### config.mk
export PLATFORM = sky130hd
export DESIGN_NAME = traffic_light_monitor_flat
export DESIGN_NICKNAME = d
export VERILOG_FILES = /design/src/rtl/tl_pkg.sv /design/src/rtl/traffic_light_monitor_if.sv /design/src/rtl/tl_pattern_decoder.sv /design/src/rtl/traffic_light_monitor.sv /design/src/flat_wrapper.sv
export SDC_FILE = /design/constraint.sdc
export NUM_CORES = 1
export LEC_CHECK = 0
export ABC_CLOCK_PERIOD_IN_PS = 4530
export BUFFER_PORTS_ARGS = -buffer_cell sky130_fd_sc_hd__buf_2
export CAP_MARGIN = 0
export CORE_ASPECT_RATIO = 0.75
export CORE_MARGIN = 2
export CORE_UTILIZATION = 40
export CTS_BUF_LIST = sky130_fd_sc_hd__clkbuf_16
export DETAILED_ROUTE_END_ITERATION = 16
export MAX_ROUTING_LAYER = met4
export PLACE_DENSITY = 0.67
export SYNTH_ARGS = -nofsm -noshare
export SYNTH_HDL_FRONTEND = slang
export SYNTH_SLANG_ARGS = --single-unit
export TNS_END_PERCENT = 50
### constraint.sdc
create_clock -name clk -period 4.53 [get_ports clk]
set_input_delay 0.2265 -clock clk [delete_from_list [all_inputs] [get_ports clk]]
set_output_delay 0.2265 -clock clk [all_outputs]
set_load 0.005 [all_outputs]
### src/rtl/tl_pkg.sv
// Shared definitions for the traffic light monitor slice.
// Contents: lamp codes, the phase enum P1..P6 with a next-phase helper, the
// six-entry legal pattern table, default dwell constants, and the monitor
// state enum.
package tl_pkg;

  // Lamp codes (one-hot per approach)
  localparam logic [2:0] GREEN = 3'b001;
  localparam logic [2:0] AMBER = 3'b010;
  localparam logic [2:0] RED   = 3'b100;

  typedef enum logic [2:0] {
    P1 = 3'd0,
    P2 = 3'd1,
    P3 = 3'd2,
    P4 = 3'd3,
    P5 = 3'd4,
    P6 = 3'd5
  } phase_e;

  typedef enum logic [0:0] {
    SYNC  = 1'b0,
    TRACK = 1'b1
  } mon_state_e;

  // Default dwell lengths in clk cycles and the dwell counter width
  localparam int T_P1_DEF = 7;
  localparam int T_P2_DEF = 2;
  localparam int T_P3_DEF = 5;
  localparam int T_P4_DEF = 2;
  localparam int T_P5_DEF = 3;
  localparam int T_P6_DEF = 2;
  localparam int DW_DEF   = 8;

  // Legal patterns as {M1, M2, MT, S}; element [n] holds phase P(n+1).
  localparam logic [5:0][11:0] PATTERN_TABLE = {
    {RED,   RED,   RED,   AMBER},  // P6
    {RED,   RED,   RED,   GREEN},  // P5
    {AMBER, RED,   AMBER, RED  },  // P4
    {GREEN, RED,   GREEN, RED  },  // P3
    {GREEN, AMBER, RED,   RED  },  // P2
    {GREEN, GREEN, RED,   RED  }   // P1
  };

  // Successor in the rotation P1..P6, wrapping P6 -> P1
  function automatic logic [2:0] next_phase(input logic [2:0] p);
    next_phase = (p == P6) ? 3'(P1) : p + 3'd1;
  endfunction

endpackage

### src/rtl/traffic_light_monitor_if.sv
// Four-approach light bus between the intersection controller and the monitor.
// Signals: light_M1, light_M2, light_MT, light_S, 3-bit one-hot lamp codes each.
// Modports: master = controller (drives lamps), slave = monitor (samples lamps).
interface traffic_light_monitor_if;
  logic [2:0] light_M1;
  logic [2:0] light_M2;
  logic [2:0] light_MT;
  logic [2:0] light_S;

  modport master (output light_M1, light_M2, light_MT, light_S);
  modport slave  (input  light_M1, light_M2, light_MT, light_S);
endinterface

### src/rtl/tl_pattern_decoder.sv
// Combinational lamp-pattern decoder.
// Ports:
//   lamps  in  12  {M1, M2, MT, S} lamp codes
//   legal  out 1   pattern matches one of P1..P6
//   phase  out 3   matching phase index 0..5, 0 when not legal
module tl_pattern_decoder
  import tl_pkg::*;
(
  input  logic [11:0] lamps,
  output logic        legal,
  output logic [2:0]  phase
);

  logic [5:0] hit;

  for (genvar gi = 0; gi < 6; gi++) begin : g_match
    assign hit[gi] = (lamps == PATTERN_TABLE[gi]);
  end

  // Table entries are mutually exclusive, so at most one hit bit is set.
  always_comb begin
    legal = |hit;
    phase = 3'd0;
    for (int i = 5; i >= 0; i--) begin
      if (hit[i]) phase = 3'(i);
    end
  end

endmodule

### src/rtl/traffic_light_monitor.sv
// Receive-side checker for the four-approach light bus. Decodes each sample to
// a phase, times the dwell of each phase, and raises sticky flags for illegal
// patterns, out-of-order transitions and wrong dwell lengths.
// Optional feature macro: TLM_ERR_CAPTURE_EN (latch phase/dwell at first error).
// Ports:
//   clk, rst     clock, asynchronous active-high reset
//   lights       light bus (slave modport)
//   clr_err      synchronous clear of sticky flags
//   phase        decoded phase of current sample (0 when illegal)
//   phase_vld    1 while tracking
//   err_illegal, err_order, err_timing   sticky flags
//   cycle_cnt    completed error-free P6->P1 transitions
//   err_phase, err_dwell   capture at first error (0 without the macro)
module traffic_light_monitor
  import tl_pkg::*;
#(
  parameter int T_P1 = T_P1_DEF,
  parameter int T_P2 = T_P2_DEF,
  parameter int T_P3 = T_P3_DEF,
  parameter int T_P4 = T_P4_DEF,
  parameter int T_P5 = T_P5_DEF,
  parameter int T_P6 = T_P6_DEF,
  parameter int DW   = DW_DEF
) (
  input  logic                          clk,
  input  logic                          rst,
  traffic_light_monitor_if.slave        lights,
  input  logic                          clr_err,
  output logic [2:0]                    phase,
  output logic                          phase_vld,
  output logic                          err_illegal,
  output logic                          err_order,
  output logic                          err_timing,
  output logic [15:0]                   cycle_cnt,
  output logic [2:0]                    err_phase,
  output logic [DW-1:0]                 err_dwell
);

  logic       legal;
  logic [2:0] dec_phase;

  tl_pattern_decoder u_dec (
    .lamps ({lights.light_M1, lights.light_M2, lights.light_MT, lights.light_S}),
    .legal (legal),
    .phase (dec_phase)
  );

  mon_state_e    state, state_next;
  logic [2:0]    prev, prev_next;
  logic [DW-1:0] dwell, dwell_next;
  // timed=0 marks a dwell that began mid-phase after an illegal-pattern resync
  logic          timed, timed_next;
  logic [2:0]    phase_next;
  logic          vld_next;
  logic          ill_next, ord_next, tim_next;
  logic [15:0]   cyc_next;
  logic          new_illegal, new_order, new_timing, wrap;
  logic [DW-1:0] t_prev;

  always_comb begin
    t_prev = DW'(T_P1);
    case (prev)
      3'd1:    t_prev = DW'(T_P2);
      3'd2:    t_prev = DW'(T_P3);
      3'd3:    t_prev = DW'(T_P4);
      3'd4:    t_prev = DW'(T_P5);
      3'd5:    t_prev = DW'(T_P6);
      default: t_prev = DW'(T_P1);
    endcase
  end

  always_ff @(posedge clk or posedge rst) begin
    if (rst) begin
      state       <= SYNC;
      prev        <= 3'(P1);
      dwell       <= '0;
      timed       <= 1'b1;
      phase       <= 3'd0;
      phase_vld   <= 1'b0;
      err_illegal <= 1'b0;
      err_order   <= 1'b0;
      err_timing  <= 1'b0;
      cycle_cnt   <= 16'd0;
    end else begin
      state       <= state_next;
      prev        <= prev_next;
      dwell       <= dwell_next;
      timed       <= timed_next;
      phase       <= phase_next;
      phase_vld   <= vld_next;
      err_illegal <= ill_next;
      err_order   <= ord_next;
      err_timing  <= tim_next;
      cycle_cnt   <= cyc_next;
    end
  end

  always_comb begin
    state_next  = state;
    prev_next   = prev;
    dwell_next  = dwell;
    timed_next  = timed;
    phase_next  = 3'd0;
    vld_next    = 1'b0;
    new_illegal = 1'b0;
    new_order   = 1'b0;
    new_timing  = 1'b0;
    wrap        = 1'b0;

    if (!legal) begin
      new_illegal = 1'b1;
      state_next  = SYNC;
      dwell_next  = '0;
      timed_next  = 1'b0;
    end else begin
      phase_next = dec_phase;
      vld_next   = 1'b1;
      state_next = TRACK;
      if (state == SYNC) begin
        prev_next  = dec_phase;
        dwell_next = DW'(1);
      end else if (dec_phase == prev) begin
        if (dwell != '1) dwell_next = dwell + DW'(1);
        // dwell keeps counting past T, so the equality fires only once
        if (timed && dwell == t_prev) new_timing = 1'b1;
      end else begin
        if (timed && dwell < t_prev) new_timing = 1'b1;
        if (dec_phase != next_phase(prev)) new_order = 1'b1;
        if (prev == P6 && dec_phase == P1 && !new_timing && !new_order) wrap = 1'b1;
        prev_next  = dec_phase;
        dwell_next = DW'(1);
        timed_next = 1'b1;
      end
    end

    // A new error on the clearing edge keeps its flag set
    ill_next = (err_illegal & ~clr_err) | new_illegal;
    ord_next = (err_order   & ~clr_err) | new_order;
    tim_next = (err_timing  & ~clr_err) | new_timing;
    cyc_next = cycle_cnt + 16'(wrap);
  end

`ifdef TLM_ERR_CAPTURE_EN
  logic [2:0]    cap_phase;
  logic [DW-1:0] cap_dwell;
  logic          any_new, any_held;

  assign any_new  = new_illegal | new_order | new_timing;
  assign any_held = (err_illegal | err_order | err_timing) & ~clr_err;

  // Captures the sampled phase and the dwell count reached when the error hit
  always_ff @(posedge clk or posedge rst) begin
    if (rst) begin
      cap_phase <= 3'd0;
      cap_dwell <= '0;
    end else if (any_new && !any_held) begin
      cap_phase <= phase_next;
      cap_dwell <= dwell;
    end else if (clr_err) begin
      cap_phase <= 3'd0;
      cap_dwell <= '0;
    end
  end

  assign err_phase = cap_phase;
  assign err_dwell = cap_dwell;
`else
  assign err_phase = 3'd0;
  assign err_dwell = '0;
`endif

endmodule

### src/flat_wrapper.sv
// flat-port wrapper written by rule: the top's interface ports become plain ports
module traffic_light_monitor_flat import tl_pkg::*;
#(
  parameter int T_P1 = T_P1_DEF,
  parameter int T_P2 = T_P2_DEF,
  parameter int T_P3 = T_P3_DEF,
  parameter int T_P4 = T_P4_DEF,
  parameter int T_P5 = T_P5_DEF,
  parameter int T_P6 = T_P6_DEF,
  parameter int DW   = DW_DEF
)
  (clk, rst, clr_err, phase, phase_vld, err_illegal, err_order, err_timing, cycle_cnt, err_phase, err_dwell, lights_light_M1, lights_light_M2, lights_light_MT, lights_light_S);
  traffic_light_monitor_if lights_i ();
  input  logic clk;
  input  logic rst;
  input  logic clr_err;
  output logic [2:0] phase;
  output logic phase_vld;
  output logic err_illegal;
  output logic err_order;
  output logic err_timing;
  output logic [15:0] cycle_cnt;
  output logic [2:0] err_phase;
  output logic [DW-1:0] err_dwell;
  input wire logic [$bits(lights_i.light_M1)-1:0] lights_light_M1;
  input wire logic [$bits(lights_i.light_M2)-1:0] lights_light_M2;
  input wire logic [$bits(lights_i.light_MT)-1:0] lights_light_MT;
  input wire logic [$bits(lights_i.light_S)-1:0] lights_light_S;
  assign lights_i.light_M1 = lights_light_M1;
  assign lights_i.light_M2 = lights_light_M2;
  assign lights_i.light_MT = lights_light_MT;
  assign lights_i.light_S = lights_light_S;
  traffic_light_monitor #(.T_P1(T_P1), .T_P2(T_P2), .T_P3(T_P3), .T_P4(T_P4), .T_P5(T_P5), .T_P6(T_P6), .DW(DW)) u_core (.clk(clk), .rst(rst), .lights(lights_i), .clr_err(clr_err), .phase(phase), .phase_vld(phase_vld), .err_illegal(err_illegal), .err_order(err_order), .err_timing(err_timing), .cycle_cnt(cycle_cnt), .err_phase(err_phase), .err_dwell(err_dwell));
endmodule
== Word level (Yosys, flattened, before mapping) ==
Cells that the tools add are included.
W data, S select, Z words.
Storage, ports and cells
  register bits after elaboration: 35
  input port bits: 15
  output and inout bits: 34
  logic and storage cells: 90
Operators by class
  add/subtract/negate cells: 3
  $lt $le $gt $ge: 1
  eq/ne operators: 19
  mux-type cells: 39
  bitwise operators: 7
  reductions and logical operators: 12
Operators with widths (count)
  $eq A12 B10 Y1 const B: 3
  $mux W8: 4
  $mux W3: 10
  $eq A12 B12 Y1 const B: 2
  $mux W1: 24
  $add A16 B1 Y16: 1
  $eq A12 B11 Y1 const B: 1
  $pmux W3 S3: 1
  $add A8 B1 Y8 const B: 1
  $eq A8 B3 Y1: 1
  $lt A8 B3 Y1: 1
  $ne A8 B8 Y1 const B: 1
  $eq A3 B2 Y1 const B: 2
  $eq A3 B3 Y1 const B: 2
  $ne A2 B2 Y1 const B: 3
  $reduce_or A6 Y1: 1
  $logic_and A1 B1 Y1: 5
  $ne A4 B4 Y1 const B: 1
  $reduce_and A2 Y1: 2
  $add A3 B1 Y3 const B: 1
  $and A1 B1 Y1: 3
  $eq A3 B1 Y1 const B: 1
  $eq A3 B3 Y1: 1
  $logic_not A3 Y1: 1
  5 further kinds: 8

== Logic depth before layout (Yosys ltp) ==
  depth in word-level cells: 19
  gate-level depth with buffers: 15

== Modules after synthesis ==
Synthesis repeated with hierarchy kept, for this count alone.
Unflattened totals
  cell total of the unflattened synthesis: 201
  area, all modules: 2042.0 sq um
By module, submodules not included
  traffic_light_monitor: times used 1, cells an instance 176, area each 1844.3 sq um, sequential area each 877.1 sq um
  tl_pattern_decoder: times used 1, cells an instance 25, area each 197.7 sq um, sequential area each 0.0 sq um

== Worst setup path after synthesis ==
Ideal clock, no wire load.
  path type: input to register
  start: input lights_light_S[1]
  end: register u_core.cycle_cnt[12]
  setup time: 124 ps
  data arrival time: 2430 ps
  data required time: 4406 ps
  slack: 1976 ps
  stages on the path: 12
  cells stage by stage: nor4b_4 -> nand4_1 -> and4_1 -> o2111ai_2 -> nand2_1 -> nor3_1 -> ha_1 -> ha_1 -> nand3_1 -> nor3_1 -> nand2_1 -> xnor2_1
On the way
  longest elaborated chain between the ends: 19
  elaborated cells on any way between the ends: 29
Ends and longest elaborated chain
  start, declared: RTL line flat_wrapper.sv:28  | input wire logic [$bits(lights_i.light_S)-1:0] lights_light_S;
  $eq A12 B12 Y1: RTL line tl_pattern_decoder.sv:17  | assign hit[gi] = (lamps == PATTERN_TABLE[gi]);
  $mux W3 (6 in a row): RTL line tl_pattern_decoder.sv:25  | if (hit[i]) phase = 3'(i);
  $ne A3 B3 Y1: RTL line traffic_light_monitor.sv:128  | if (dec_phase != next_phase(prev)) new_order = 1'b1;
  $mux W1: RTL line traffic_light_monitor.sv:128
  $mux W1: RTL line traffic_light_monitor.sv:122  | end else if (dec_phase == prev) begin
  $mux W1: RTL line traffic_light_monitor.sv:119  | if (state == SYNC) begin
  $mux W1: RTL line traffic_light_monitor.sv:110  | if (!legal) begin
  $logic_not A1 Y1: RTL line traffic_light_monitor.sv:129  | if (prev == P6 && dec_phase == P1 && !new_timing && !new_order) wrap = 1'b1;
  $logic_and A1 B1 Y1: RTL line traffic_light_monitor.sv:129
  $mux W1: RTL line traffic_light_monitor.sv:129
  $mux W1: RTL line traffic_light_monitor.sv:122
  $mux W1: RTL line traffic_light_monitor.sv:119
  $mux W1 *: RTL line traffic_light_monitor.sv:110
  $add A16 B1 Y16 *: RTL line traffic_light_monitor.sv:140  | cyc_next = cycle_cnt + 16'(wrap);
  named net u_core.cyc_next[12]: RTL line traffic_light_monitor.sv:56  | logic [15:0] cyc_next;
  end signal, assigned: RTL line traffic_light_monitor.sv:94  | cycle_cnt <= cyc_next;
  end, declared: RTL line traffic_light_monitor.sv:34  | output logic [15:0] cycle_cnt,
The timed path passes the listed nets; every way through them passes the cells marked *. The select of a mux whose other input is x is not followed.
A chain may end at the register's enable or synchronous reset.

== Worst setup path in the final report ==
  start: register u_core.prev[1]
  end: register u_core.cycle_cnt[12]
On the way
  longest elaborated chain between the ends: 17
  elaborated cells on any way between the ends: 31
Ends and longest elaborated chain
  start, declared: RTL line traffic_light_monitor.sv:49  | logic [2:0] prev, prev_next;
  start signal, assigned: RTL line traffic_light_monitor.sv:75  | prev <= 3'(P1);
  start signal, assigned: RTL line traffic_light_monitor.sv:86  | prev <= prev_next;
  $eq A3 B1 Y1, or another cell as far along: RTL line traffic_light_monitor.sv:62  | case (prev)
  $reduce_or A3 Y1 (no source line)
  $pmux W3 S3: RTL line traffic_light_monitor.sv:62
  $lt A8 B3 Y1: RTL line traffic_light_monitor.sv:127  | if (timed && dwell < t_prev) new_timing = 1'b1;
  $logic_and A1 B1 Y1: RTL line traffic_light_monitor.sv:127
  $mux W1: RTL line traffic_light_monitor.sv:127
  $mux W1: RTL line traffic_light_monitor.sv:122
  $mux W1: RTL line traffic_light_monitor.sv:119
  $mux W1: RTL line traffic_light_monitor.sv:110
  $logic_not A1 Y1: RTL line traffic_light_monitor.sv:129
  $logic_and A1 B1 Y1 (2 in a row): RTL line traffic_light_monitor.sv:129
  $mux W1: RTL line traffic_light_monitor.sv:129
  $mux W1 *: RTL line traffic_light_monitor.sv:122
  $mux W1 *: RTL line traffic_light_monitor.sv:119
  $mux W1 *: RTL line traffic_light_monitor.sv:110
  $add A16 B1 Y16 *: RTL line traffic_light_monitor.sv:140
  named net u_core.cyc_next[12]: RTL line traffic_light_monitor.sv:56
Marked as above.

==> flow_summary.ini <==
[run_status]
status = complete, no violations

[yosys]
syn-cell-area_mm2 = 0.00196
ys_seq_elements = 35
ys.flop_type = dfrtp_1
yosys.area.top_type = dfrtp_1
ys_async_sr_fraction_pct = 100
ys_types = 45
synth_seq_area_share_pct = 44.7
yosysWarningCount = 0
syn_inst = 193
synth_top_area_share_pct = 43.3
synthTopCellsByArea = dfrtp_1, xnor2_1, buf_4
synth-edff-count = 0
avgSynthCellArea_um2 = 10.2

[grt]
met3_usage_pct = 5.10
antenna_found_initial = 0
met1_usage_pct = 21.4
grt_pass1_wl_um = 6290
grt_overflow = 0
use_met2_pct = 19.9
busiest_layer = met1
grtUsageTotal_pct = 15.2
grt_start_max_net_pins = 36
grt_pass1_vias = 1303

[cts]
cts_tree = yes
cts_buffers = 5
path_clk_slew_ns = 0.05
post_cts_buffers = 0
htreeDepth = 2
clk_latency_ns = 0.28
cts_resized = 0
hold_buffers = 0
clock_path_buffers = 2
cts_root_buf = clkbuf_16
cts.sink_count = 35

[power]
cellPowerDensity_mw_per_mm2 = 294
cell_internal_pwr_uw = 531
p_comb_share_pct = 6.2
p_sw_share_pct = 22.0
pwr-share-clk_pct = 47.1
p_seq_share_pct = 46.7
ir_worst_vdd_uv = 232
power_leakage_uw = 0.00117
power.net_switching_uw = 150

[sta]
worst_slack_ns = 1.72
skew_ns = 0.00594
post-route-min-period_ns = 2.81
min_period_over_period_pct = 62.1
fin_setup_tns_ns = 0
hold_violations = 0
max_freq_mhz = 355
slew_violations = 0
rsz0062_at_grt = no
setup_viol = 0

[detailed_routing]
drt-pass1-iter-count = 4
drc = 0
wire_per_inst_um = 12.6
drt-total-wl_um = 3740
drt-initial-drc-count = 93
ant_nets = 0
num_vias = 1485
vias_per_cell = 5.02

[final_layout]
layout-drive-gt1-share_pct = 24.2
final_common_cell = buf_2
nets = 256
n_antenna_cell = 0
area_growth_syn_to_layout_pct = 17.8
layout_common_cells = buf_2, dfrtp_1, nand2_1

[critical_path]
critical_path_class = reg -> reg
r2r-end = u_core.cycle_cnt[12]$_DFF_PP0_
rrSetupSlack_ns = 1.72
max_stage_delay_ns = 0.46
start_kind = flip-flop
slowest_stage = dfrtp_1
cp.arrival_ns = 2.97
cp_top_family = simple AND/OR/NAND/NOR gates
critPathCaptureType = flip-flop
crit_chain = inv_1 > nor3_1 > ha_1 > nor2b_1 > o21a_1 > nor3_1 > nor3_1 > ha_1 > ha_1 > nand3_1 > nor3_1 > nand2_1 > xnor2_1
worstPathRequired_ns = 4.69
critPathMostFrequentCell = nor3_1
r2r-start = u_core.prev[1]$_DFFE_PP0P_
reg2reg_depth = 13
path_buf_inv = 1
critPathMaxFanout = 7

[floorplan]
core_area_mm2 = 0.00482
start_util_pct = 40.8
die_w_um = 84.9
dieArea_mm2 = 0.00549
die_h_um = 64.7
ios = 49
num_rows = 22

[place]
port_buffers = 37
place_ws_ns = 1.53
routabilityCongestion = 0.946
dpl.hpwl_um = 2850

[hold_path]
hold_class = in -> async

[job]
drv_cap = 0
## kinds of logic after synthesis
kind of cell,synth area share [%]
and+or+nand+nor,25.6
adders and majority gates,3.82
buffers and inverters,6.50
xor gates and xnor gates,9.82
other,0.191
muxes,1.02
AOI/OAI and AO/OA,8.35
DFF,44.7
## sequential cells by signal, indices dropped and copies added, names as in the netlist
signal	flops
u_core.cycle_cnt	16
u_core.dwell	8
u_core.phase	3
u_core.prev	3
u_core.err_illegal	1
u_core.err_order	1
u_core.err_timing	1
u_core.state	1
u_core.timed	1
## cell type report
cell class              count  area, um^2
flip-flops and latches     35         877
inverters                   8        30.0
clock inverters             3        16.3
fillers                   446        2500
clock buffers               5         125
repair buffers             38         193
multi-input cells         147         996
well taps                  60        75.1
## stage by stage
step	power (uW)	hold slack, ns	instances	util, %	instance area [um^2]
6_report	680	0.0381	296	48.0	2310
5_1_grt	715	0.0989	296	48.0	2310
4_1_cts	692	0.0514	296	48.0	2310
3_5_place_dp	365	0.349	288	45.1	2170
3_3_place_gp	365	0.343	288	45.1	2170
2_1_floorplan	354	0.323	203	-	2000
## how the worst max path moves through the flow
stage	from	endpoint	slack (ns)	cells after the start
2_1_floorplan	lights_light_S[1]	u_core.cycle_cnt[12]$_DFF_PP0_	1.98	12
3_3_place_gp	lights_light_S[1]	u_core.cycle_cnt[14]$_DFF_PP0_	1.62	13
3_5_place_dp	lights_light_S[1]	u_core.cycle_cnt[12]$_DFF_PP0_	1.53	13
4_1_cts	u_core.prev[1]$_DFFE_PP0P_	u_core.cycle_cnt[12]$_DFF_PP0_	1.70	13
5_1_grt	u_core.prev[1]$_DFFE_PP0P_	u_core.cycle_cnt[12]$_DFF_PP0_	1.39	13
6_report	u_core.prev[1]$_DFFE_PP0P_	u_core.cycle_cnt[12]$_DFF_PP0_	1.72	13
## metal layers
layer / wire [um] / vias up
li1: - / 750
met1: 1930 / 686
met2: 1480 / 41
met3: 271 / 8
met4: 61 / 0
met5: 0 / -
## power groups by stage
stage | combinational (uW) | sequential [uW] | clock [uW]
floorplan | 32.4 | 322 | 0
global placement | 41.5 | 323 | 0
detailed placement | 42.1 | 323 | 0
CTS | 42.3 | 317 | 332
global route | 49.0 | 318 | 348
finish | 42.1 | 318 | 321
## synth_stat cells, types with 4 or more instances
cell / instances
ha_1: 6
nand3_1: 14
xnor2_1: 14
nand4_1: 7
nand2_1: 16
inv_1: 6
nor3_1: 4
a21oi_1: 6
xor2_1: 8
and3_1: 5
nor2_1: 15
dfrtp_1: 34
buf_4: 11
## worst register-to-register path: cells and delay by family (launching register included)
| family | cells | cell delay [ns] |
|---|---|---|
| buf+inv | 1 | 0.13 |
| flops | 1 | 0.46 |
| xor+xnor | 1 | 0.16 |
| compound gates | 1 | 0.12 |
| simple gates | 7 | 1.23 |
| fa+ha+maj | 3 | 0.59 |
Note: power is estimated with default switching activity, not from simulation.
